### config.mk
export PLATFORM = sky130hd
export DESIGN_NAME = mac_tile_scheduler_flat
export DESIGN_NICKNAME = d
export VERILOG_FILES = /design/src/rtl/mac_tile_scheduler_if.sv /design/src/rtl/mac_tile_scheduler.sv /design/src/flat_wrapper.sv
export SDC_FILE = /design/constraint.sdc
export NUM_CORES = 1
export LEC_CHECK = 0
export CORE_ASPECT_RATIO = 0.5
export CORE_MARGIN = 2
export CORE_UTILIZATION = 45
export DETAILED_ROUTE_END_ITERATION = 10
export PLACE_DENSITY = 0.73
export SLEW_MARGIN = 20
export SYNTH_ARGS = -nofsm -noshare
export SYNTH_HDL_FRONTEND = slang
export SYNTH_SLANG_ARGS = --single-unit
### constraint.sdc
create_clock -name clk -period 3.2 [get_ports clk]
set_input_delay 0.64 -clock clk [delete_from_list [all_inputs] [get_ports clk]]
set_output_delay 0.64 -clock clk [all_outputs]
set_load 0.1 [all_outputs]
### src/rtl/mac_tile_scheduler_if.sv
// Host-side command/response channel of the tile scheduler.
//   cmd_*  : one job per accepted command (valid/ready handshake)
//   rsp_*  : one status response per job (valid/ready handshake)
// master = command queue / response consumer, slave = scheduler.
interface mac_tile_scheduler_if #(
    parameter int ADDR_WIDTH = 12,
    parameter int TILE_WIDTH = 8
);
    logic                  cmd_valid;
    logic                  cmd_ready;
    logic [ADDR_WIDTH-1:0] cmd_base;
    logic [TILE_WIDTH-1:0] cmd_tiles;
    logic [1:0]            cmd_mode;
    logic                  cmd_vsq;
    logic [7:0]            cmd_scale;
    logic [7:0]            cmd_bias;
    logic                  rsp_valid;
    logic                  rsp_ready;
    logic                  rsp_err;
    logic [TILE_WIDTH-1:0] rsp_tiles;

    modport master (
        output cmd_valid, cmd_base, cmd_tiles, cmd_mode, cmd_vsq, cmd_scale, cmd_bias, rsp_ready,
        input  cmd_ready, rsp_valid, rsp_err, rsp_tiles
    );

    modport slave (
        input  cmd_valid, cmd_base, cmd_tiles, cmd_mode, cmd_vsq, cmd_scale, cmd_bias, rsp_ready,
        output cmd_ready, rsp_valid, rsp_err, rsp_tiles
    );
endinterface

### src/rtl/mac_tile_scheduler.sv
// Job sequencer for the matrix accelerator. A command names a base address
// and a tile count; each tile streams CALC_COUNT operand reads, then waits
// for the accelerator's done pulse (bounded by TIMEOUT cycles). The job ends
// with one status response on the host channel.
// Ports:
//   clk, rst_n           clock, async active-low reset
//   host (slave)         command in / response out
//   opnd_rd_en/opnd_addr operand SRAM read port (data one cycle later)
//   valid_mac/valid_ppu  accelerator beat valid / PPU enable
//   is_int8_mode, is_int4_mode, is_vsq, scale, bias  job configuration
//   acc_done             accelerator tile-done pulse
//   busy                 scheduler not idle
module mac_tile_scheduler #(
    parameter int CALC_COUNT     = 32,
    parameter int CALC_BIT_WIDTH = 5,
    parameter int ADDR_WIDTH     = 12,
    parameter int TILE_WIDTH     = 8,
    parameter int TIMEOUT        = 1024,
    parameter int TIMEOUT_WIDTH  = 10
) (
    input  logic                  clk,
    input  logic                  rst_n,
    mac_tile_scheduler_if.slave   host,
    output logic                  opnd_rd_en,
    output logic [ADDR_WIDTH-1:0] opnd_addr,
    output logic                  valid_mac,
    output logic                  valid_ppu,
    output logic                  is_int8_mode,
    output logic                  is_int4_mode,
    output logic                  is_vsq,
    output logic [7:0]            scale,
    output logic [7:0]            bias,
    input  logic                  acc_done,
    output logic                  busy
);
    typedef enum logic [1:0] {IDLE, RUN, WAIT, RESP} state_t;

    state_t                     state, state_nxt;
    logic [ADDR_WIDTH-1:0]      base;
    logic [TILE_WIDTH-1:0]      tiles;
    logic [TILE_WIDTH-1:0]      tile_cnt;
    logic [CALC_BIT_WIDTH-1:0]  beat;
    logic [TIMEOUT_WIDTH-1:0]   to_cnt;
    logic                       err;

    // Accept looks at the state directly rather than cmd_ready to keep the
    // handshake free of output feedback.
    logic accept, last_beat, last_tile, expired;
    assign accept    = host.cmd_valid && (state == IDLE);
    assign last_beat = (beat == CALC_BIT_WIDTH'(CALC_COUNT - 1));
    assign last_tile = ((tile_cnt + TILE_WIDTH'(1)) == tiles);
    assign expired   = (to_cnt == TIMEOUT_WIDTH'(TIMEOUT - 1));

    // CALC_COUNT is a power of two, so tile_cnt*CALC_COUNT + beat is just
    // the concatenation; the sum wraps modulo the SRAM size.
    logic [TILE_WIDTH+CALC_BIT_WIDTH-1:0] offset;
    assign offset = {tile_cnt, beat};

    always_ff @(posedge clk or negedge rst_n) begin
        if (!rst_n) state <= IDLE;
        else        state <= state_nxt;
    end

    always_comb begin
        state_nxt      = state;
        host.cmd_ready = 1'b0;
        host.rsp_valid = 1'b0;
        busy           = 1'b1;
        opnd_rd_en     = 1'b0;
        valid_ppu      = 1'b0;
        opnd_addr      = '0;
        case (state)
            IDLE: begin
                host.cmd_ready = 1'b1;
                busy           = 1'b0;
                if (accept) begin
                    if (host.cmd_mode == 2'b11 || host.cmd_tiles == '0) state_nxt = RESP;
                    else                                                state_nxt = RUN;
                end
            end
            RUN: begin
                opnd_rd_en = 1'b1;
                valid_ppu  = 1'b1;
                opnd_addr  = base + ADDR_WIDTH'(offset);
                if (last_beat) state_nxt = WAIT;
            end
            WAIT: begin
                valid_ppu = 1'b1;
                // done beats a coincident timeout
                if (acc_done)     state_nxt = last_tile ? RESP : RUN;
                else if (expired) state_nxt = RESP;
            end
            RESP: begin
                host.rsp_valid = 1'b1;
                if (host.rsp_ready) state_nxt = IDLE;
            end
            default: state_nxt = IDLE;
        endcase
    end

    always_ff @(posedge clk or negedge rst_n) begin
        if (!rst_n) begin
            base         <= '0;
            tiles        <= '0;
            tile_cnt     <= '0;
            beat         <= '0;
            to_cnt       <= '0;
            err          <= 1'b0;
            valid_mac    <= 1'b0;
            is_int8_mode <= 1'b0;
            is_int4_mode <= 1'b0;
            is_vsq       <= 1'b0;
            scale        <= '0;
            bias         <= '0;
        end else begin
            // read data lands one cycle after the strobe
            valid_mac <= opnd_rd_en;
            case (state)
                IDLE: if (accept) begin
                    base         <= host.cmd_base;
                    tiles        <= host.cmd_tiles;
                    is_int8_mode <= (host.cmd_mode == 2'b01);
                    is_int4_mode <= (host.cmd_mode == 2'b10);
                    is_vsq       <= host.cmd_vsq;
                    scale        <= host.cmd_scale;
                    bias         <= host.cmd_bias;
                    tile_cnt     <= '0;
                    beat         <= '0;
                    err          <= (host.cmd_mode == 2'b11);
                end
                RUN: begin
                    beat <= beat + CALC_BIT_WIDTH'(1);
                    if (last_beat) to_cnt <= '0;
                end
                WAIT: begin
                    to_cnt <= to_cnt + TIMEOUT_WIDTH'(1);
                    if (acc_done) begin
                        tile_cnt <= tile_cnt + TILE_WIDTH'(1);
                        beat     <= '0;
                    end else if (expired) begin
                        err <= 1'b1;
                    end
                end
                default: ;
            endcase
        end
    end

    // tile_cnt already holds the number of completed tiles when RESP is entered
    assign host.rsp_err   = err;
    assign host.rsp_tiles = tile_cnt;
endmodule

### src/flat_wrapper.sv
// flat-port wrapper written by rule: the top's interface ports become plain ports
module mac_tile_scheduler_flat 
#(
    parameter int CALC_COUNT     = 32,
    parameter int CALC_BIT_WIDTH = 5,
    parameter int ADDR_WIDTH     = 12,
    parameter int TILE_WIDTH     = 8,
    parameter int TIMEOUT        = 1024,
    parameter int TIMEOUT_WIDTH  = 10
)
  (clk, rst_n, opnd_rd_en, opnd_addr, valid_mac, valid_ppu, is_int8_mode, is_int4_mode, is_vsq, scale, bias, acc_done, busy, host_cmd_valid, host_cmd_base, host_cmd_tiles, host_cmd_mode, host_cmd_vsq, host_cmd_scale, host_cmd_bias, host_rsp_ready, host_cmd_ready, host_rsp_valid, host_rsp_err, host_rsp_tiles);
  mac_tile_scheduler_if #(.ADDR_WIDTH(ADDR_WIDTH), .TILE_WIDTH(TILE_WIDTH)) host_i ();
  input  logic clk;
  input  logic rst_n;
  output logic opnd_rd_en;
  output logic [ADDR_WIDTH-1:0] opnd_addr;
  output logic valid_mac;
  output logic valid_ppu;
  output logic is_int8_mode;
  output logic is_int4_mode;
  output logic is_vsq;
  output logic [7:0] scale;
  output logic [7:0] bias;
  input  logic acc_done;
  output logic busy;
  input wire logic [$bits(host_i.cmd_valid)-1:0] host_cmd_valid;
  input wire logic [$bits(host_i.cmd_base)-1:0] host_cmd_base;
  input wire logic [$bits(host_i.cmd_tiles)-1:0] host_cmd_tiles;
  input wire logic [$bits(host_i.cmd_mode)-1:0] host_cmd_mode;
  input wire logic [$bits(host_i.cmd_vsq)-1:0] host_cmd_vsq;
  input wire logic [$bits(host_i.cmd_scale)-1:0] host_cmd_scale;
  input wire logic [$bits(host_i.cmd_bias)-1:0] host_cmd_bias;
  input wire logic [$bits(host_i.rsp_ready)-1:0] host_rsp_ready;
  output wire logic [$bits(host_i.cmd_ready)-1:0] host_cmd_ready;
  output wire logic [$bits(host_i.rsp_valid)-1:0] host_rsp_valid;
  output wire logic [$bits(host_i.rsp_err)-1:0] host_rsp_err;
  output wire logic [$bits(host_i.rsp_tiles)-1:0] host_rsp_tiles;
  assign host_i.cmd_valid = host_cmd_valid;
  assign host_i.cmd_base = host_cmd_base;
  assign host_i.cmd_tiles = host_cmd_tiles;
  assign host_i.cmd_mode = host_cmd_mode;
  assign host_i.cmd_vsq = host_cmd_vsq;
  assign host_i.cmd_scale = host_cmd_scale;
  assign host_i.cmd_bias = host_cmd_bias;
  assign host_i.rsp_ready = host_rsp_ready;
  assign host_cmd_ready = host_i.cmd_ready;
  assign host_rsp_valid = host_i.rsp_valid;
  assign host_rsp_err = host_i.rsp_err;
  assign host_rsp_tiles = host_i.rsp_tiles;
  mac_tile_scheduler #(.CALC_COUNT(CALC_COUNT), .CALC_BIT_WIDTH(CALC_BIT_WIDTH), .ADDR_WIDTH(ADDR_WIDTH), .TILE_WIDTH(TILE_WIDTH), .TIMEOUT(TIMEOUT), .TIMEOUT_WIDTH(TIMEOUT_WIDTH)) u_core (.clk(clk), .rst_n(rst_n), .host(host_i), .opnd_rd_en(opnd_rd_en), .opnd_addr(opnd_addr), .valid_mac(valid_mac), .valid_ppu(valid_ppu), .is_int8_mode(is_int8_mode), .is_int4_mode(is_int4_mode), .is_vsq(is_vsq), .scale(scale), .bias(bias), .acc_done(acc_done), .busy(busy));
endmodule
==> impl_metrics.tcl <==
set metrics [dict create \
    min_period_ns 3.20 \
    finalWirelength_um 9910 \
    synth_xor_area_frac 0.0375 \
    r2r_start "u_core.host.rsp_tiles[0]" \
    criticalPathCategory "flip-flop to output port" \
    fp.dieArea_um2 9640 \
    antenna_cells 0 \
    clockBufferDepth 2 \
    grt_max_degree 40 \
    syn-mean-instance-area_um2 9.88 \
    drt_iter0_drc 226 \
    clk_latency_ns 0.34 \
    crit_arrival_ns 2.56 \
    grt_overflow 0 \
    finalSetupViolCount 1 \
    stdcell_area_um2 5510 \
    relSlewSlack 0.558 \
    wl_per_cell_um 16.0 \
    synth_edf_count 0 \
    max_freq_ghz 0.312 \
    die_height_um 70.4 \
    synth_ff_type "dfrtp_1" \
    grt_pass1_vias 3249 \
    synthSimpleGateAreaFrac 0.180 \
    reg2reg_slack_ns 1.09 \
    max_cap_viol_count 0 \
    critPathLaunchType "flip-flop" \
    ctsHoldBuffers 0 \
    clk_pin_slew_ns 0.06 \
    status "complete, but fails checks" \
    drt-pass1-iter-count 5 \
    n_fill_cell 724 \
    synth_top_area_cell "dfrtp_1" \
    synth_compound_area_frac 0.142 \
    rsz0062_at_grt "true" \
    min_path_type "input port to async pin" \
    grt_antenna_before_repair 0 \
    synth_mux_area_frac 0.115 \
    netlist.area_leader.share 0.416 \
    hpwl_um 7040 \
    path_max_fanout 5 \
    seq_area_frac_synth 0.416 \
    synth_top_family_by_area "simple AND/OR/NAND/NOR gates" \
    synthTopCellsByArea "dfrtp_1, mux2_2, ha_1" \
    worstMarginPinSlew_ns 0.663 \
    yosys_warnings 0 \
    synthAdderAreaFrac 0.0649 \
    die_w_um 137 \
    endpoint "opnd_addr[10]" \
    report.final.slew_viol_count 0 \
    synth_cell_types 59 \
    cts-root-buf "clkbuf_16" \
    grtUsageTotal 0.219 \
    hold_viol 0 \
    viasPerCell 5.47 \
    final_layout_size_suffix_gt1_frac 0.288 \
    ys_seq_elements 66 \
    cp-end-kind "output port" \
    ioPinCount 90 \
    htree_levels 3 \
    place_area_um2 5120 \
    finalWorstSetupSlack_ns -0.00351 \
    core_region_area_um2 8650 \
    row_count 24 \
    async_reset_ff_frac 1.00 \
    crit_required_ns 2.56 \
    cts_tree "done" \
    reg2reg_depth 7 \
    drc 0 \
    nets 563 \
    grt_pass1_wl_um 16500 \
    violations "negative setup slack" \
    period_share 1.00 \
    via_count 3398 \
    synth_fp_nets 466 \
    fin_skew_ns 0.00629 \
    initial_core_util 0.459 \
    critPathLaunch "u_core.beat[0]" \
    ant_nets 0 \
    cts_num_sinks 66 \
    netlist_instances 402 \
    port_buffers 89 \
    synth_area_um2 3970 \
    area_delta_synth_final_pct 38.8 \
    cts_buffers 9 \
    gp_congestion 0.916 \
    r2r-end "u_core.state[1]" \
]
-- per-layer routing --
| metal | global-route usage | part of all wire |
|---|---|---|
| met4 | 0.0607 | 0.010 |
| met3 | 0.0632 | 0.048 |
| met2 | 0.347 | 0.48 |
| met1 | 0.294 | 0.46 |
| met5 | 0 | 0 |
-- critical path: stages (launching register included) --
cell and delay (ns):
dfrtp_1 0.42, ha_1 0.19, inv_1 0.05, fa_1 0.40
nand2b_4 0.17, a21oi_4 0.16, nor3_1 0.09, a221o_1 0.37
a21oi_4 0.18, buf_12 0.19
-- timing repair --
| item | in CTS | in global routing |
|---|---|---|
| buffers inserted | 0 | 3 |
| endpoints found under the setup margin | 3 | 5 |
| cloned | 0 | 0 |
| pin swaps | 1 | 3 |
| resized for setup | 2 | 6 |
-- cell families after synthesis --
family,count (synthesis)
buffers and inverters,35
muxes,41
and+or+nand+nor,135
DFF,66
adders and majority gates,20
xor gates and xnor gates,17
AOI/OAI and AO/OA,88
-- Yosys cell counts, types with 8 or more instances --
library cell  number
nand2b_1           9
nor2_1            22
nor2b_1           10
ha_1              19
o21ai_0           20
mux2_2            37
a21o_1             8
nand3_1           11
dfrtp_1           66
nor3_1            15
inv_1             13
a21oi_1           24
xor2_1            10
nand2_1           34
-- stage by stage --
stage	std cells	hold slack [ns]	setup slack (ns)	TNS, ns	util
floorplan	402	0.344	-0.0478	-0.0875	-
global placement	602	0.464	0.344	0	0.593
detailed placement	602	0.479	0.316	0	0.593
CTS	618	0.341	0.00444	0	0.632
global route	621	0.378	-0.107	-0.107	0.637
finish	621	0.331	-0.00351	-0.00351	0.637
-- cells in the final DEF, fill, tap and decap left out, types with 7 or more instances in the layout --
cell,count
dfrtp_1,62
a21oi_1,21
nor3_1,15
nor2_1,16
xnor2_1,7
a21o_1,8
nand2_1,34
ha_1,16
buf_4,52
nand3_1,11
nor2b_1,10
nand4_1,7
clkbuf_16,9
buf_12,12
nand2b_1,8
inv_1,13
mux2_2,37
clkdlybuf4s50_1,42
xor2_1,10
o21ai_0,20
-- layout make-up --
| type | instances | area (um2) | share of cell area |
|---|---|---|---|
| flip-flops and latches | 66 | 1660 | 0.301 |
| multi-input cells | 301 | 2270 | 0.411 |
| clock buffers | 10 | 239 | 0.0434 |
| well taps | 117 | 146 | 0.0266 |
| repair buffers | 107 | 1060 | 0.192 |
| inverters | 14 | 52.6 | 0.00953 |
| clock inverters | 6 | 88.8 | 0.0161 |
-- registers in the layout, indices dropped and copies added, names as in the netlist, 2 cells and up --
name and flops:
u_core.base 12, u_core.to_cnt 10, u_core.bias 8, u_core.host.rsp_tiles 8, u_core.scale 8, u_core.tiles 8
u_core.beat 5, u_core.state 2
-- worst min path at each step --
stage                        start  slack, ns                        to  cells after the start
3_5_place_dp   u_core.is_int8_mode       0.48       u_core.is_int8_mode                      2
4_1_cts                      rst_n       0.34  u_core.host.rsp_tiles[7]                      1
3_3_place_gp   u_core.is_int4_mode       0.46       u_core.is_int4_mode                      2
6_report                     rst_n       0.33  u_core.host.rsp_tiles[7]                      1
2_1_floorplan                rst_n       0.34            u_core.base[0]                      0
5_1_grt                      rst_n       0.38  u_core.host.rsp_tiles[7]                      1
Power is not shown: default switching activity piles up to over one toggle a cycle in this logic, so the estimate is an artifact.
